==> config.mk <==
export PLATFORM = sky130hd
export DESIGN_NAME = result_arbiter
export DESIGN_NICKNAME = d
export VERILOG_FILES = /design/src/rtl/rob_pkg.sv /design/src/rtl/rr_arbiter.sv /design/src/rtl/result_arbiter.sv
export SDC_FILE = /design/constraint.sdc
export NUM_CORES = 1
export LEC_CHECK = 0
export BUFFER_PORTS_ARGS = -buffer_cell sky130_fd_sc_hd__buf_2
export CORE_MARGIN = 1
export CORE_UTILIZATION = 55
export DETAILED_ROUTE_END_ITERATION = 10
export PLACE_DENSITY = 0.8
export SYNTH_ARGS = -nofsm -noshare
export SYNTH_HDL_FRONTEND = slang
export SYNTH_SLANG_ARGS = --single-unit
==> constraint.sdc <==
create_clock -name clk -period 7.35 [get_ports clk]
set_input_delay 0.735 -clock clk [delete_from_list [all_inputs] [get_ports clk]]
set_output_delay 0.735 -clock clk [all_outputs]
set_load 0.01 [all_outputs]
==> src/rtl/rob_pkg.sv <==
// Shared results-buffer definitions: write-port payload layout and flag bit positions.
package rob_pkg;

    localparam int ROBID_W     = 4;
    localparam int FIELD_W     = 8;

    // Bit positions inside the flags byte.
    localparam int FLAG_WB     = 7;
    localparam int FLAG_HALT   = 6;
    localparam int FLAG_BRANCH = 5;

    // One completed result as it is written into the results buffer.
    typedef struct packed {
        logic [ROBID_W-1:0] robid;
        logic [FIELD_W-1:0] flags;
        logic [FIELD_W-1:0] wbs;
        logic [FIELD_W-1:0] value;
    } result_t;

    localparam int RESULT_W = $bits(result_t);

    // Assemble a result from its individual fields.
    function automatic result_t pack_result(
        input logic [ROBID_W-1:0] robid,
        input logic [FIELD_W-1:0] flags,
        input logic [FIELD_W-1:0] wbs,
        input logic [FIELD_W-1:0] value
    );
        result_t r;
        r.robid = robid;
        r.flags = flags;
        r.wbs   = wbs;
        r.value = value;
        return r;
    endfunction

endpackage

==> src/rtl/rr_arbiter.sv <==
// Parameterised N-way round-robin picker. Priority starts at ptr and moves
// upward with wrap-around; grant is one-hot (or zero when nothing requests).
// Kept generic so the issue-select logic can reuse it.
module rr_arbiter #(
    parameter int N     = 3,
    parameter int PTR_W = (N > 1) ? $clog2(N) : 1
) (
    input  logic [N-1:0]     req,
    input  logic [PTR_W-1:0] ptr,
    output logic [N-1:0]     grant,
    output logic             any
);

    logic [N-1:0] w_rot_req;
    logic [N-1:0] w_rot_grant;

    // Rotate requests so the highest-priority port (ptr) lands at bit 0.
    always_comb begin
        w_rot_req = '0;
        for (int j = 0; j < N; j++) begin
            w_rot_req[j] = req[(j + int'(ptr)) % N];
        end
    end

    // Lowest set bit of the rotated vector is the winner.
    always_comb begin
        w_rot_grant = w_rot_req & (~w_rot_req + N'(1));
    end

    // Rotate the winner back into port numbering.
    always_comb begin
        grant = '0;
        for (int m = 0; m < N; m++) begin
            grant[m] = w_rot_grant[(m + N - int'(ptr)) % N];
        end
    end

    // Any request present means a grant is issued this cycle.
    always_comb begin
        any = |req;
    end

endmodule

==> src/rtl/result_arbiter.sv <==
// Completion-side arbiter: each execution-unit port parks one result in a
// holding register, a round-robin picker selects one parked result per cycle,
// and the winner is written to the results buffer from registered outputs.
module result_arbiter
    import rob_pkg::*;
#(
    parameter int N_REQ = 3
) (
    input  logic                       clk,
    input  logic                       rst,
    input  logic [N_REQ-1:0]           req_valid,
    output logic [N_REQ-1:0]           req_ready,
    input  logic [N_REQ*ROBID_W-1:0]   req_robid,
    input  logic [N_REQ*FIELD_W-1:0]   req_flags,
    input  logic [N_REQ*FIELD_W-1:0]   req_wbs,
    input  logic [N_REQ*FIELD_W-1:0]   req_value,
    output logic                       rob_transmit,
    output logic [ROBID_W-1:0]         robid,
    output logic [FIELD_W-1:0]         flags,
    output logic [FIELD_W-1:0]         wbs,
    output logic [FIELD_W-1:0]         value
);

    localparam int PTR_W = $clog2(N_REQ);

    // Holding registers and round-robin state.
    logic [N_REQ-1:0]  r_held;
    result_t           r_payload [N_REQ];
    logic [PTR_W-1:0]  r_rr_ptr;

    // Registered write port toward the results buffer.
    logic              r_rob_transmit;
    result_t           r_out;

    // Combinational arbitration results.
    result_t           w_req_payload [N_REQ];
    logic [N_REQ-1:0]  w_grant;
    logic              w_any;
    logic [N_REQ-1:0]  w_ready;
    logic [N_REQ-1:0]  w_xfer;
    logic [PTR_W-1:0]  w_grant_idx;
    result_t           w_grant_payload;
    logic [PTR_W-1:0]  w_ptr_next;

    // Slice the flat per-port input buses into result structs.
    always_comb begin
        for (int i = 0; i < N_REQ; i++) begin
            w_req_payload[i] = pack_result(req_robid[i*ROBID_W +: ROBID_W],
                                           req_flags[i*FIELD_W +: FIELD_W],
                                           req_wbs  [i*FIELD_W +: FIELD_W],
                                           req_value[i*FIELD_W +: FIELD_W]);
        end
    end

    rr_arbiter #(
        .N     (N_REQ),
        .PTR_W (PTR_W)
    ) u_rr_arbiter (
        .req   (r_held),
        .ptr   (r_rr_ptr),
        .grant (w_grant),
        .any   (w_any)
    );

    // A port is ready when empty or when its parked entry leaves this cycle;
    // deliberately independent of req_valid.
    always_comb begin
        w_ready = ~r_held | w_grant;
        w_xfer  = req_valid & w_ready;
    end

    // Encode the one-hot grant into an index and select the winning payload.
    always_comb begin
        w_grant_idx     = '0;
        w_grant_payload = '0;
        for (int i = 0; i < N_REQ; i++) begin
            w_grant_idx     = w_grant_idx | ({PTR_W{w_grant[i]}} & PTR_W'(i));
            w_grant_payload = w_grant_payload | ({RESULT_W{w_grant[i]}} & r_payload[i]);
        end
    end

    // Pointer moves just past the granted port, wrapping at the last port.
    always_comb begin
        if (w_grant_idx == PTR_W'(N_REQ - 1)) begin
            w_ptr_next = '0;
        end else begin
            w_ptr_next = w_grant_idx + PTR_W'(1);
        end
    end

    // Holding registers: capture on transfer, release on grant; a same-edge
    // transfer on the granted port reloads it instead of clearing.
    always_ff @(posedge clk) begin
        if (rst) begin
            r_held <= '0;
            for (int i = 0; i < N_REQ; i++) begin
                r_payload[i] <= '0;
            end
        end else begin
            for (int i = 0; i < N_REQ; i++) begin
                if (w_xfer[i]) begin
                    r_held[i]    <= 1'b1;
                    r_payload[i] <= w_req_payload[i];
                end else if (w_grant[i]) begin
                    r_held[i]    <= 1'b0;
                    r_payload[i] <= r_payload[i];
                end else begin
                    r_held[i]    <= r_held[i];
                    r_payload[i] <= r_payload[i];
                end
            end
        end
    end

    // Round-robin pointer advances only when a grant is issued.
    always_ff @(posedge clk) begin
        if (rst) begin
            r_rr_ptr <= '0;
        end else if (w_any) begin
            r_rr_ptr <= w_ptr_next;
        end else begin
            r_rr_ptr <= r_rr_ptr;
        end
    end

    // Write-port registers: pulse the strobe per grant, keep the data otherwise.
    always_ff @(posedge clk) begin
        if (rst) begin
            r_rob_transmit <= 1'b0;
            r_out          <= '0;
        end else if (w_any) begin
            r_rob_transmit <= 1'b1;
            r_out          <= w_grant_payload;
        end else begin
            r_rob_transmit <= 1'b0;
            r_out          <= r_out;
        end
    end

    assign req_ready    = w_ready;
    assign rob_transmit = r_rob_transmit;
    assign robid        = r_out.robid;
    assign flags        = r_out.flags;
    assign wbs          = r_out.wbs;
    assign value        = r_out.value;

endmodule

==> run metrics <==
status=complete, no violations; Routed WL per cell=17.27 um; leak pwr=2.644 nW; initial core utilization=0.5788; Power, Total=2.026 mW; RD Place Congestion=0.9283; Worst R2R Setup Slack=4.21 ns; Clock Sink Count=118; Tightest Pin Transition=1.232 ns; WS Path Type=reg -> out; final hold violations=0; Yosys warnings=0; Crit. End Element=primary output; setup slack after layout=4.119 ns; die area=0.009701 mm^2; Hold Crit Start=req_valid[0]; DR pass1 iterations=9; vias per inst=5.691; Clock Skew=0.008706 ns; Reg-to-Reg Start=r_rr_ptr[0]; post-place setup slack=4.259 ns; grt ovf=0; Die Y=98.50 um; synthesized area per cell=11.36 um^2; die width=98.50 um; root buffer cell=clkbuf_8; num rows=34; Design Area, Final=0.006322 mm^2; count of final max-slew check failures=0; H-tree levels=4; input/output buffers=120; layout cells sized above 1=0.2822; Achievable Freq=0.3095 GHz; initial antenna violation count=0; register area share after synthesis=0.6255; Core Box Area=0.008848 mm^2; RSZ-0062 raised after global routing=false; first-pass GRT wire length=18840 um; Int Power=1.444 mW; number of DRC markers in iteration 0=255; number of library cell types mapped by synthesis=38; Clk pwr share=0.389; crit path DAT=2.50 ns; setup bufs post-CTS=0; Synth area leader=edfxtp_1; WHS Endpoint=r_held[0]; Cell Area, Synth=0.005121 mm^2; post-route setup TNS=0 ns; # diodes=0; CP Launch Type=flip-flop; GRT Resource Usage Total=0.2593; Peak VDD IR=0.1996 mV; MaxCap Viol Count=0; CP Cell Sequence=inv_1 > ha_1 > nor4bb_1 > a31oi_1 > nor2_1 > a41o_1 > or2_1 > buf_2; number of hold buffers added after cts=0; switching power share of the total=0.2872; Final Critical Period=3.231 ns; final worst-path cycle share=0.4395; ys flop type=edfxtp_1; I/O pins=121; nets@finish=654; clk buf depth=2; Core Util, Final=0.7145; Vias=3881; Post-Place Cells=650; hold depth=3; Crit Reg-Reg Endpoint=r_payload[1][10]; TritonCTS clock tree=done; CP top delay family=simple AND/OR/NAND/NOR gates; switching power=0.5818 mW; pin count of the biggest net entering global routing=92; Worst-path clk slew=0.06 ns; Reg power frac=0.421; DRC viols=0; Hold WC Path Type=in -> reg; Max-slew headroom=0.1790; Power Density=320.5 mW/mm^2; crit-path max cell delay=0.42 ns; Final Instance Count excl. Fillers=682; Worst Path Required=6.61 ns; post-CTS sizing=0; Max FO, Critical Path=8; post-synth top area share=0.4925; Hold Worst Slack=0.4680 ns; Net Count, Synth=544; drt total wl=11780 um; synthesized instance count=451; Comb power frac=0.189; Synth area leaders=edfxtp_1, dfxtp_1, nor2b_1, nand2_1, a221oi_1; area delta synth->final=23.45%; worst skew pair latency=0.51 ns; DRT antenna net count=0; Synth Register Bits=118; placed cell areas=0.005751 mm^2; Post-synth ARST share=0; Final Setup Violations=0; R2R depth=8; number of flops mapped to enable cells by yosys=84; vias in the first global route=3881; Worst path slowest cell=ha_1; DPL Wire Length=7270 um; CP Buf/Inv Count=2; total CTS buffers=17
cells in the final DEF, fill, tap and decap left out, types with 2 or more instances in the layout:
cell and instances:
clkinv_4 5, buf_2 119, nor2_1 28, bufinv_16 2, clkinvlp_4 2, and2_1 2
clkbuf_16 16, buf_4 8, nand2_1 74, a221oi_1 28, clkinv_2 3, dfxtp_1 34
nand2b_1 3, inv_1 5, ha_1 4, nor4bb_1 2, nor2b_1 84, a211oi_1 21
a21oi_1 15, a21o_1 4, edfxtp_1 84, a22o_1 7, mux2i_1 2
flip-flops by register name, summed over array words and instances (netlist names):
name          flops
flags             8
r_held            3
r_payload        84
r_rr_ptr          2
rob_transmit      1
robid             4
value             8
wbs               8
layer usage:
metal,up-vias,GRT usage,share of wire,wire [um]
li1,1826,-,-,-
met1,1838,0.3083,0.39,4619
met2,192,0.4507,0.52,6165
met3,25,0.07376,0.065,764
met4,0,0.09529,0.020,230
met5,-,0,0,0
worst max path at each step:
stage	from	endpoint	slack [ns]	cells past startpoint
floorplan	r_rr_ptr[0]	r_payload[2][0]	4.41	10
global placement	r_rr_ptr[0]	r_payload[1][22]	4.43	8
detailed placement	r_rr_ptr[0]	r_payload[1][22]	4.26	8
CTS	r_rr_ptr[0]	req_ready[1]	4.11	8
global route	r_rr_ptr[0]	req_ready[1]	3.91	8
finish	r_rr_ptr[0]	req_ready[2]	4.12	8
synth_stat cells (4+ instances only):
| library cell | n |
|---|---|
| a211oi_1 | 21 |
| a22o_1 | 7 |
| nor2_1 | 28 |
| edfxtp_1 | 84 |
| a21o_1 | 4 |
| clkbuf_1 | 22 |
| buf_2 | 10 |
| nand2_1 | 74 |
| a21oi_1 | 15 |
| a221oi_1 | 28 |
| nor2b_1 | 84 |
| ha_1 | 4 |
| inv_1 | 5 |
| dfxtp_1 | 34 |
cells by family after synthesis:
kind of cell,after synthesis,synth area share
mux,3,0.006108
compound gates,83,0.1236
fa+ha+maj,4,0.009773
flops,118,0.6255
buf+inv,41,0.03616
simple gates,202,0.1989
area by class of cell:
cell class | instances | area, um^2
Tap cell | 108 | 135.1
Inverter | 5 | 18.77
Multi-Input combinational cell | 292 | 1738
Fill cell | 626 | 2526
Sequential cell | 118 | 3203
Clock buffer | 18 | 417.9
Clock inverter | 14 | 153.9
Timing Repair Buffer | 127 | 655.6
worst reg2reg max path, delay by kind of cell (launching register included):
kind / cells / cell delay, ns
AO/OA/AOI/OAI: 4 / 1.43
adder cells (fa/ha/maj): 1 / 0.42
AND/OR/NAND/NOR: 2 / 0.42
flip-flops: 1 / 0.39
buffers and inverters: 1 / 0.08
power by group through the flow:
| stage | logic (mW) | registers (mW) | clock network, mW |
|---|---|---|---|
| 2_1_floorplan | 0.250 | 0.866 | 0 |
| 4_1_cts | 0.384 | 0.853 | 0.797 |
| 5_1_grt | 0.423 | 0.862 | 0.830 |
| 3_5_place_dp | 0.379 | 0.865 | 0 |
| 6_report | 0.383 | 0.854 | 0.789 |
| 3_3_place_gp | 0.362 | 0.860 | 0 |
Note: power is estimated with default switching activity, not from simulation.
